### src/rtl/memory_wcomb_master_256bit.sv
// ============================================================================
// memory_wcomb_master_256bit
//
// Initiator for a 16-entry x 256-bit byte-enabled line memory.  Core-side
// 32-bit word writes are merged into a single-line write-combining buffer.
// The buffer is written back to memory when a write to a different line
// arrives, when a read targets the buffered line, or on iFLUSH.  Reads fetch
// a line from memory and return the addressed 32-bit word.
//
// Optional feature (compile-time macro MEMORY_WCOMB_TIMEOUT_EN):
//   An 8-bit idle counter flushes a valid buffer after FLUSH_TIMEOUT idle
//   cycles.  With the macro undefined there is no counter.
//
// Parameters:
//   FLUSH_TIMEOUT   idle cycles before an automatic flush (1..255); only
//                   meaningful with MEMORY_WCOMB_TIMEOUT_EN
//
// Ports:
//   iCLOCK          clock, all logic on posedge
//   iRESET          asynchronous, active-high reset
//   iREQ_VALID      request present
//   oREQ_BUSY       registered; request accepted when iREQ_VALID && !oREQ_BUSY
//   iREQ_RW         1 = write, 0 = read
//   iREQ_ADDR[6:0]  word address: [6:3] line, [2:0] word within line
//   iREQ_MASK[3:0]  write byte mask, bit b selects word bits [8b+7:8b]
//   iREQ_DATA[31:0] write data
//   iFLUSH          level request to write back the buffer
//   oEMPTY          buffer holds no pending bytes
//   oRD_VALID       one-cycle pulse, oRD_DATA valid
//   oRD_DATA[31:0]  read word (held after the pulse)
//   oMEM_WR_ENA     memory write strobe
//   oMEM_WR_ADDR    memory write line
//   oMEM_WR_DATA    memory write data (256 bits)
//   oMEM_BYTE_ENA   memory byte enables (32 bits)
//   oMEM_RD_ADDR    memory read line
//   iMEM_RD_DATA    memory read data, combinational from oMEM_RD_ADDR
//
// State   | Meaning
// --------+----------------------------------------------------------------
// S_IDLE  | accept requests, merge write hits, watch iFLUSH / idle timer
// S_FLUSH | one-cycle write-back of the buffer, buffer invalidated after
// S_ALLOC | load the pending (missed) write as a fresh buffer line
// S_READ  | present pending line to memory, capture the addressed word
// ============================================================================
module memory_wcomb_master_256bit #(
    parameter int FLUSH_TIMEOUT = 16
) (
    input  logic         iCLOCK,
    input  logic         iRESET,
    input  logic         iREQ_VALID,
    output logic         oREQ_BUSY,
    input  logic         iREQ_RW,
    input  logic [6:0]   iREQ_ADDR,
    input  logic [3:0]   iREQ_MASK,
    input  logic [31:0]  iREQ_DATA,
    input  logic         iFLUSH,
    output logic         oEMPTY,
    output logic         oRD_VALID,
    output logic [31:0]  oRD_DATA,
    output logic         oMEM_WR_ENA,
    output logic [3:0]   oMEM_WR_ADDR,
    output logic [255:0] oMEM_WR_DATA,
    output logic [31:0]  oMEM_BYTE_ENA,
    output logic [3:0]   oMEM_RD_ADDR,
    input  logic [255:0] iMEM_RD_DATA
);

    if (FLUSH_TIMEOUT < 1 || FLUSH_TIMEOUT > 255) begin : gBadTimeout
        $error("FLUSH_TIMEOUT must lie in 1..255");
    end

    typedef enum logic [1:0] {
        S_IDLE  = 2'd0,
        S_FLUSH = 2'd1,
        S_ALLOC = 2'd2,
        S_READ  = 2'd3
    } stateT;

    stateT          state;

    logic           bufValid;
    logic [3:0]     bufTag;
    logic [255:0]   bufData;
    logic [31:0]    bufMask;

    logic           pendRw;
    logic           pendFlushOnly;
    logic [3:0]     pendLine;
    logic [2:0]     pendWord;
    logic [3:0]     pendMask;
    logic [31:0]    pendData;

    logic           reqBusy;
    logic           rdValid;
    logic [31:0]    rdData;

    logic           accept;
    logic           reqLineHit;
    logic           timeoutHit;

    logic [255:0]   hitData;
    logic [31:0]    hitMask;
    logic [255:0]   allocData;
    logic [31:0]    allocMask;

    assign accept     = (state == S_IDLE) && iREQ_VALID && !reqBusy;
    assign reqLineHit = bufValid && (bufTag == iREQ_ADDR[6:3]);

    // Merged images: the incoming request over the current buffer (hit path)
    // and the pending request over a blank line (allocate path).  An invalid
    // buffer contributes nothing, so stale data never reaches memory.
    always_comb begin
        hitData   = bufValid ? bufData : '0;
        hitMask   = bufValid ? bufMask : '0;
        allocData = '0;
        allocMask = '0;
        for (int b = 0; b < 4; b++) begin
            if (iREQ_MASK[b]) begin
                hitData[8*(4*int'(iREQ_ADDR[2:0]) + b) +: 8] = iREQ_DATA[8*b +: 8];
                hitMask[4*int'(iREQ_ADDR[2:0]) + b]          = 1'b1;
            end
            if (pendMask[b]) begin
                allocData[8*(4*int'(pendWord) + b) +: 8] = pendData[8*b +: 8];
                allocMask[4*int'(pendWord) + b]          = 1'b1;
            end
        end
    end

`ifdef MEMORY_WCOMB_TIMEOUT_EN
    logic [7:0] idleCnt;

    // Fires on the idle edge that would bring the counter to FLUSH_TIMEOUT.
    assign timeoutHit = (state == S_IDLE) && bufValid && !accept &&
                        (idleCnt + 8'd1 == 8'(FLUSH_TIMEOUT));

    always_ff @(posedge iCLOCK or posedge iRESET) begin
        if (iRESET) begin
            idleCnt <= '0;
        end else if ((state != S_IDLE) || accept || !bufValid || iFLUSH || timeoutHit) begin
            idleCnt <= '0;
        end else begin
            idleCnt <= idleCnt + 8'd1;
        end
    end
`else
    assign timeoutHit = 1'b0;
`endif

    always_ff @(posedge iCLOCK or posedge iRESET) begin
        if (iRESET) begin
            state         <= S_IDLE;
            bufValid      <= 1'b0;
            bufTag        <= '0;
            bufData       <= '0;
            bufMask       <= '0;
            pendRw        <= 1'b0;
            pendFlushOnly <= 1'b0;
            pendLine      <= '0;
            pendWord      <= '0;
            pendMask      <= '0;
            pendData      <= '0;
            reqBusy       <= 1'b0;
            rdValid       <= 1'b0;
            rdData        <= '0;
        end else begin
            rdValid <= 1'b0;
            case (state)
                S_IDLE: begin
                    if (accept) begin
                        pendRw        <= iREQ_RW;
                        pendFlushOnly <= 1'b0;
                        pendLine      <= iREQ_ADDR[6:3];
                        pendWord      <= iREQ_ADDR[2:0];
                        pendMask      <= iREQ_MASK;
                        pendData      <= iREQ_DATA;
                        if (iREQ_RW) begin
                            if (iREQ_MASK == 4'b0000) begin
                                // empty write: accepted, nothing to merge
                            end else if (!bufValid || reqLineHit) begin
                                bufData  <= hitData;
                                bufMask  <= hitMask;
                                bufValid <= 1'b1;
                                bufTag   <= iREQ_ADDR[6:3];
                            end else begin
                                state   <= S_FLUSH;
                                reqBusy <= 1'b1;
                            end
                        end else if (reqLineHit) begin
                            // write back first so the read sees merged bytes
                            state   <= S_FLUSH;
                            reqBusy <= 1'b1;
                        end else begin
                            state   <= S_READ;
                            reqBusy <= 1'b1;
                        end
                    end else if (bufValid && (iFLUSH || timeoutHit)) begin
                        pendFlushOnly <= 1'b1;
                        state         <= S_FLUSH;
                        reqBusy       <= 1'b1;
                    end
                end

                S_FLUSH: begin
                    bufValid <= 1'b0;
                    bufMask  <= '0;
                    if (pendFlushOnly) begin
                        pendFlushOnly <= 1'b0;
                        state         <= S_IDLE;
                        reqBusy       <= 1'b0;
                    end else if (pendRw) begin
                        state <= S_ALLOC;
                    end else begin
                        state <= S_READ;
                    end
                end

                S_ALLOC: begin
                    bufValid <= 1'b1;
                    bufTag   <= pendLine;
                    bufData  <= allocData;
                    bufMask  <= allocMask;
                    state    <= S_IDLE;
                    reqBusy  <= 1'b0;
                end

                S_READ: begin
                    rdData  <= iMEM_RD_DATA[{pendWord, 5'b00000} +: 32];
                    rdValid <= 1'b1;
                    state   <= S_IDLE;
                    reqBusy <= 1'b0;
                end

                default: begin
                    state   <= S_IDLE;
                    reqBusy <= 1'b0;
                end
            endcase
        end
    end

    // Memory ports decode directly from state so a reset mid-flush drops the
    // strobe without waiting for a clock edge.
    always_comb begin
        oMEM_WR_ENA   = 1'b0;
        oMEM_WR_ADDR  = '0;
        oMEM_WR_DATA  = '0;
        oMEM_BYTE_ENA = '0;
        oMEM_RD_ADDR  = '0;
        if (state == S_FLUSH) begin
            oMEM_WR_ENA   = 1'b1;
            oMEM_WR_ADDR  = bufTag;
            oMEM_WR_DATA  = bufData;
            oMEM_BYTE_ENA = bufMask;
        end
        if (state == S_READ) begin
            oMEM_RD_ADDR = pendLine;
        end
    end

    assign oREQ_BUSY = reqBusy;
    assign oEMPTY    = !bufValid;
    assign oRD_VALID = rdValid;
    assign oRD_DATA  = rdData;

endmodule

### config.mk
export PLATFORM = sky130hd
export DESIGN_NAME = memory_wcomb_master_256bit
export DESIGN_NICKNAME = d
export VERILOG_FILES = /design/src/rtl/memory_wcomb_master_256bit.sv
export SDC_FILE = /design/constraint.sdc
export NUM_CORES = 1
export LEC_CHECK = 0
export CAP_MARGIN = 20
export CORE_AREA = 2 2 245 247
export DETAILED_ROUTE_END_ITERATION = 8
export DIE_AREA = 0 0 247 249
export HOLD_SLACK_MARGIN = 0.1
export PLACE_DENSITY = 0.71
export SYNTH_ARGS = -nofsm -noshare
export SYNTH_HDL_FRONTEND = slang
export SYNTH_SLANG_ARGS = --single-unit
### constraint.sdc
create_clock -name iCLOCK -period 40.9 [get_ports iCLOCK]
set_input_delay 10.225 -clock iCLOCK [delete_from_list [all_inputs] [get_ports iCLOCK]]
set_output_delay 10.225 -clock iCLOCK [all_outputs]
set_load 0.01 [all_outputs]
After elaboration in Yosys (flattened, before gate mapping) --
Index checks and enable logic that the tools add are counted.
Storage, ports and cells: logic and storage cells 193, flip-flop bits (word level) 374, output and inout port bits 332
Operators by class: equal/unequal tests 12, reductions and logical operators 27, bitwise operators 8, magnitude comparators 16, add/subtract/negate cells 14, shift operators 17, mux-type cells 85
Operators with widths (count):
- $mux 256 | 14
- $shift 8x33->256 const A | 8
- $shiftx 8x33->256 | 8
- $bwmux 256 | 7
- $pmux 256 s2 | 1
- $mux 32 | 13
- $and 256x256->256 | 1
- $shiftx 256x9->32 | 1
- $neg 32->33 | 6
- $or 32x32->32 | 6
- $pmux 32 s3 | 1
- $neg 8->33 | 2
- $ge 6x1->1 const B | 6
- $lt 6x6->1 const B | 6
- $or 32x29->32 | 1
- $demux 1 s5 | 6
- $mux 29 | 1
- $add 5x2->6 const B | 4
- $mux 4 | 6
- $mux 1 | 22
- $mux 2 | 7
- $add 5x1->6 const B | 2
- $logic_and 1x1->1 | 12
- $lt 5x6->1 const B | 2
- other kinds (24) | 36

Depth between registers and ports, before layout --
Gate-level depths: netlist of run 1.
depth after elaboration 17, gate-level depth with buffers 12

Least setup slack after synthesis of run 1 --
OpenSTA, ideal clock, no wires.
path type input-to-reg, from in iREQ_ADDR[0], to reg bufData[1], path buffers 4, arrival 12.836 ns, setup time 0.121 ns, cell stages on the path 11, required time 40.779 ns, slack 27.943 ns, path through buf_2 buf_1 clkbuf_1 inv_1 ha_1 ha_1 clkbuf_1 or4b_1 o21ai_0 o211ai_1 a22o_1
Between the ends: cells in the longest elaborated chain, start to end 15, elaborated cells on any way between the ends 28, classes of those cells add/sub: 7; shift: 8; mux: 13
RTL lines:
- from (decl) | RTL line 53 | input logic [6:0] iREQ_ADDR,
- parallel branches: the longest is 9 deep, another holds $neg 32->33
- $mux 256 (*) | RTL line 118 | if (iREQ_MASK[b]) begin
- $mux 256 (*) | RTL line 179 | end else if (!bufValid || reqLineHit) begin
- $mux 256 (*) | RTL line 177 | if (iREQ_MASK == 4'b0000) begin
- $mux 256 (*) | RTL line 176 | if (iREQ_RW) begin
- $mux 256 (*) | RTL line 169 | if (accept) begin
- $pmux 256 s2 (*) | RTL line 167 | case (state)
- to (signal assigned) | RTL line 180 | bufData <= hitData;
- to (signal assigned) | RTL line 220 | bufData <= allocData;
- to (decl) | RTL line 83 | logic [255:0] bufData;
Every way passes the cells marked *. The select of a mux whose other input is x is not followed. A chain may end at the register's enable or synchronous reset.

Worst setup path after layout of run 1 --
from in iREQ_VALID, to reg bufData[214]
Between the ends: cells in the longest elaborated chain, start to end 4
RTL lines:
- from (decl) | RTL line 50 | input logic iREQ_VALID,
- $logic_and 1x1->1 (2 in series) | RTL line 106 | assign accept = (state == S_IDLE) && iREQ_VALID && !reqBusy;
- $ne 2x2->1 (no line)
- $reduce_and 5->1 (no line)
No other way between the ends.

==> out/metrics.yaml, run 1 <==
status: "finished clean"
coreArea_mm2: 0.0587
end_kind: "flop"
crit_path_frequent_cell: "buf_4"
die_w_um: 247
synth_edf_count: 0
required_ps: 41380
seqPwrFrac_pct: 33.3
hold_start: "bufData[23]$_DFFE_PP0P_"
p_int_mw: 1.05
syn2layout_area_growth_pct: 32.9
fin_skew_ps: 19.4
tns_ps: 0
grt_usage_pct: 35.1
power_switching_mw: 0.807
cts_tree: "done"
synth_top_area_cell: "dfrtp_1"
gp_congestion: 0.975
clk_latency_ps: 600
power.share.switching_pct: 43.4
portBuffers: 635
start_util_pct: 42.5
holdPathStages: 1
path_max_fanout: 72
rsz0062_at_grt: "false"
cts_setup_buffers: 0
cts_buffers: 44
clock_path_buffers: 3
clock.fmax_ghz: 0.0704
cts_resized: 0
crit_chain: "clkdlybuf4s50_1, nand4b_1, o21bai_2, o21a_4, buf_4, buf_4, mux2_2"
grt_pass1_vias: 23700
final-hold-violation-count: 0
slowest_delay_ps: 840
overflow: 0
relSlewSlack_pct: 18.8
die_area_mm2: 0.0615
worstPathArrival_ps: 14690
ys_ff_latch: 374
dominantRegCellSynth: "dfrtp_1"
drc: 0
powerDensity_mw_per_mm2: 56.2
dr.first_iter.drc_count: 2506
die_h_um: 249
setup_viol_count_final: 0
worstSetupPathType: "in2reg"
period_needed_ps: 14210
nets: 3274
tightest_slew_ps: 1220
ys_async_sr_fraction_pct: 100
synth_area_leaders: "dfrtp_1 38%, mux2_2 13%, o2bb2ai_1 8.0%"
path_buf_inv: 3
combinationalPowerShare_pct: 44.9
vias: 23600
num-fill-cells: 4990
fin_crit_sh_pct: 34.7
whs_ps: 478
ios: 636
r2r_setup_slack_ps: 35820
ir_drop_v: 0.0000390
ant_nets: 0
first_pass_iters: 6
drv_slew: 0
timing.rr.start: "state[0]$_DFFE_PP0P_"
grt_pass1_wl_mm: 161
crit_start: "iREQ_VALID"
synth_top_area_share_pct: 37.5
utilization_pct: 56.4
crit_family: "buffers and inverters"
dp_hpwl_mm: 79.0
wl_per_cell_um: 29.4
hp-class: "reg2reg"
syn_inst: 2473
synth_area_mm2: 0.0249
wirelength_mm: 111
syn_avg_cell_area_um2: 10.1
p_clk_share_pct: 21.8
ff2ff_path_depth: 8
cpMaxStageDelayCell: "buf_4"
p_leak_nw: 12.9
syn_nets: 2796
cts-htree-levels: 2
start_kind: "primary input"
synth_warnings: 0
antenna_found_initial: 16
clock_sinks: 374
clkTransAtPathRegs_ps: 60
cp.depth: 7
final_layout_size_suffix_gt1_share_pct: 14.9
placed_cell_area_mm2: 0.0316
clock_tree.root_cell: "clkbuf_16"
design_power_total_mw: 1.86
rows: 89
cap_viol_max_count: 0
final_area_mm2: 0.0331
seq_area_frac_synth_pct: 37.5
viasPerCell: 6.27
yosysUniqueCellTypes: 68
grt_max_degree: 169
cts_hold_buf: 0
cell type report:
cell class	instances	area, um2	area share, %
Multi-Input combinational cell	1837	14500	43.7
Clock inverter	12	130	0.393
Inverter	17	71.3	0.215
Clock buffer	65	1330	4.02
Sequential cell	374	9370	28.3
Antenna cell	14	35.0	0.106
Timing Repair Buffer	677	6720	20.3
Tap cell	773	967	2.92
synthesized netlist by cell type (8+ instances only):
library cell,count
dfrtp_1,374
and2_1,300
mux2_2,296
o2bb2ai_1,227
nand2_1,186
clkbuf_1,142
mux2_1,100
a22oi_1,76
o22ai_1,72
nand3b_1,65
a22o_1,59
nand3_1,55
nor2_1,52
buf_1,48
a32oi_1,42
buf_2,39
a221oi_1,29
mux2i_1,29
nor2b_1,29
a21oi_1,22
o21ai_0,22
ha_1,19
inv_1,16
o211ai_1,16
a31oi_1,13
buf_6,13
nand2b_1,12
nand4_1,10
and3_1,9
o21a_1,8
through the flow:
stage / worst slack (ps) / std cells
floorplan: 20290 / 2473
global placement: 26250 / 3670
detailed placement: 26090 / 3673
CTS: 26490 / 3750
global route: 26440 / 3768
finish: 26690 / 3769
registers in the layout (all words and copies together), names as in the netlist:
name / flops
bufMask: 32
state: 2
bufValid: 1
pendMask: 4
pendLine: 4
pendWord: 3
oRD_VALID: 1
oRD_DATA: 32
oREQ_BUSY: 1
bufData: 256
pendRw: 1
bufTag: 4
pendFlushOnly: 1
pendData: 32
layer usage:
| metal | wire [um] | part of all wire, % | GRT usage [%] |
|---|---|---|---|
| met3 | 10100 | 9.1 | 8.67 |
| met4 | 5360 | 4.8 | 18.0 |
| met2 | 53000 | 48 | 57.3 |
| met1 | 42400 | 38 | 42.8 |
| met5 | 0 | 0 | 0 |
logic make-up after synthesis:
group                      after synthesis  synth area share (%)
buffers and inverters                  262                  4.58
AOI/OAI and AO/OA                      621                  19.9
xor gates and xnor gates                 4                 0.141
adders and majority gates               19                 0.954
DFF                                    374                  37.5
muxes                                  432                  19.7
and+or+nand+nor                        761                  17.2
layout by cell type, fill, tap and decap left out, drive strengths merged, types with 13 or more instances in the layout:
cell           instances
a31oi                 13
nor2                  52
clkbuf                67
ha                    19
clkdlybuf4s50        633
o21ai                 22
o211ai                16
buf                   42
mux2                 396
a32oi                 42
nand3b                65
o22ai                 72
nor2b                 29
a22o                  59
nand3                 55
a221oi                29
nand2                186
inv                   18
and2                 301
dfrtp                374
o2bb2ai              227
mux2i                 29
a21oi                 22
diode                 14
a22oi                 76
final timing paths:
check / end
hold reg to reg: bufData[23]$_DFFE_PP0P_
min in group asynchronous: oRD_DATA[4]$_DFFE_PP0P_
setup reg to reg: bufData[214]$_DFFE_PP0P_
setup / recovery: bufData[214]$_DFFE_PP0P_
max in group asynchronous: bufData[193]$_DFFE_PP0P_
hold / removal: bufData[23]$_DFFE_PP0P_
power groups by stage:
stage	sequential [mW]	combinational (mW)	clock, mW
2_1_floorplan	0.525	0.559	0
3_5_place_dp	0.618	0.812	0
5_1_grt	0.628	0.886	0.425
4_1_cts	0.612	0.817	0.410
6_report	0.619	0.836	0.405
3_3_place_gp	0.613	0.789	0
No activity file was read; power rests on OpenSTA's default activity.
==> run 2, diff against run 1 <==
clock period = 14.6 ns   (was 40.9 ns; I/O delays follow)
==> out/metrics.yaml, run 2 (synthesized netlist as in run 1, its figures left out) <==
design_power_total_mw: 5.19  # was 1.86 mW
clock_path_buffers: 3  # unchanged
cts_resized: 0  # unchanged
portBuffers: 635  # unchanged
p_leak_nw: 12.9  # about the same
setup_viol_count_final: 0  # unchanged
fin_skew_ps: 13.8  # was 19.4 ps
top_register: "bufData"  # unchanged
timing.rr.start: "state[0]$_DFFE_PP0P_"  # unchanged
final-hold-violation-count: 0  # unchanged
first_pass_iters: 7  # was 6
ios: 636  # unchanged
grt_max_degree: 136  # was 169
rows: 89  # unchanged
path_buf_inv: 3  # unchanged
wl_per_cell_um: 29.3  # was 29.4 um
worstSetupPathType: "in2reg"  # unchanged
largest_reg_flops: 256  # unchanged
hold_start: "bufData[23]$_DFFE_PP0P_"  # unchanged
endpoint: "bufData[233]$_DFFE_PP0P_"  # was bufData[214]$_DFFE_PP0P_
rsz0062_at_grt: "false"  # unchanged
drc: 0  # unchanged
vias: 23600  # about the same
fin_ws_ps: 6740  # was 26,690 ps
coreArea_mm2: 0.0587  # unchanged
wirelength_mm: 111  # about the same
period_needed_ps: 7860
drv_slew: 0  # unchanged
fin_crit_sh_pct: 53.9
worst_r2r_endpoint: "bufData[233]$_DFFE_PP0P_"  # was bufData[214]$_DFFE_PP0P_
cp.depth: 7  # unchanged
clock_tree.root_cell: "clkbuf_16"  # unchanged
cts_tree: "done"  # unchanged
instances_no_fill: 3773  # was 3,769
die_h_um: 249  # unchanged
grt_pass1_vias: 23600  # was 23,700
final_layout_size_suffix_gt1_share_pct: 14.9  # about the same
r2r_setup_slack_ps: 8730  # was 35,820 ps
crit_path_frequent_cell: "buf_4"  # unchanged
cap_viol_max_count: 0  # unchanged
powerDensity_mw_per_mm2: 157  # was 56.2 mW/mm2
tns_ps: 0  # unchanged
nets: 3275  # was 3,274
crit_start: "iREQ_MASK[0]"  # was iREQ_VALID
clk_latency_ps: 570  # was 600 ps
start_util_pct: 42.5  # unchanged
relSlewSlack_pct: 22.1  # was 18.8%
slowest_delay_ps: 910  # was 840 ps
worstPathArrival_ps: 8310  # was 14,690 ps
clock.fmax_ghz: 0.127
antenna_found_initial: 18  # was 16
hp-class: "reg2reg"  # unchanged
syn2layout_area_growth_pct: 32.8  # was 32.9%
cts_buffers: 43  # was 44
required_ps: 15050  # was 41,380 ps
dr.first_iter.drc_count: 2503  # was 2,506
gp_congestion: 0.976  # was 0.975
grt_usage_pct: 34.9  # was 35.1%
die_area_mm2: 0.0615  # unchanged
ant_nets: 0  # unchanged
end_kind: "flop"  # unchanged
cts_hold_buf: 0  # unchanged
grt_pass1_wl_mm: 160  # was 161 mm
dpl_worst_slack_ps: 6270  # was 26,090 ps
crit_family: "buffers and inverters"  # unchanged
crit_chain: "clkdlybuf4s50_1, nor4_2, o21bai_2, o21a_4, buf_4, buf_4, mux2_2"  # was clkdlybuf4s50_1, nand4b_1, o21bai_2, o21a_4, buf_4, buf_4, mux2_2
path_max_fanout: 71  # was 72
ff2ff_path_depth: 8  # unchanged
cpMaxStageDelayCell: "buf_4"  # unchanged
ir_drop_v: 0.000114  # was 0.0000390 V
final_common_cell: "clkdlybuf4s50_1"  # unchanged
die_w_um: 247  # unchanged
tightest_slew_ps: 1160  # was 1220 ps
status: "finished clean"  # unchanged
cts_setup_buffers: 0  # unchanged
start_kind: "primary input"  # unchanged
mostFrequentLayoutCells: "633 x clkdlybuf4s50_1, 370 x dfrtp_1, 300 x and2_1"  # unchanged
overflow: 0  # unchanged
place_inst: 3675  # was 3,673
clock_sinks: 374  # unchanged
dp_hpwl_mm: 79.6  # was 79.0 mm
clkTransAtPathRegs_ps: 60  # about the same
viasPerCell: 6.27  # about the same
cts-htree-levels: 2  # unchanged
run 2: cell count changes in the layout (fill, tap and decap cells not counted), sizes merged:
cell	previous run	this run
clkinvlp	2	1
clkdlybuf4s18	0	1
diode	14	17
buf	42	44
inv	18	19
bufinv	2	5
clkinv	7	9
clkbuf	67	60
run 2: stage by stage:
step / area [um2] / util (%) / hold slack [ps]
CTS: 33000 / 56.2 / 484
global route: 33100 / 56.4 / 495
global placement: 31500 / 53.7 / 461
floorplan: 24900 / - / 448
finish: 33100 / 56.4 / 483
detailed placement: 31600 / 53.8 / 467
run 2: area by class of cell:
cell class / instances / area, um2
fillers: 5034 / 25600
multi-input cells: 1837 / 14500
flip-flops and latches: 374 / 9370
repair buffers: 679 / 6750
clock buffers: 59 / 1200
well taps: 773 / 967
clock inverters: 17 / 220
inverters: 17 / 71.3
diodes: 17 / 42.5
run 2: routing by layer:
metal	wire [um]	GRT usage [%]	up-vias	part of all wire, %
met5	13	0	-	0.012
met4	5850	18.7	2	5.3
met3	9880	7.68	246	8.9
met2	52400	56.5	1316	47
met1	42400	43.3	11800	38
li1	-	-	10200	-
run 2: worst register-to-register path, delay by kind of cell, from the launching register on:
family	cells	cell delay (ps)
flip-flops	1	430
AO/OA/AOI/OAI	2	1170
AND/OR/NAND/NOR	1	840
multiplexers	1	450
buffers and inverters	3	2050
adder cells (fa/ha/maj)	1	820
run 2: report_power, final:
group | switching, mW | internal [mW] | leakage (nW)
Combinational | 1.38 | 0.975 | 7.17
Sequential | 0.398 | 1.31 | 5.00
Clock | 0.460 | 0.661 | 0.700
run 2: how the worst min path moves through the flow:
| stage | cells after the start | slack, ps | end |
|---|---|---|---|
| floorplan | 2 | 450 | pendRw$_DFFE_PP0P_ |
| global placement | 2 | 460 | pendRw$_DFFE_PP0P_ |
| detailed placement | 1 | 470 | bufData[129]$_DFFE_PP0P_ |
| CTS | 1 | 480 | bufData[27]$_DFFE_PP0P_ |
| global route | 1 | 490 | bufData[27]$_DFFE_PP0P_ |
| finish | 1 | 480 | bufData[23]$_DFFE_PP0P_ |
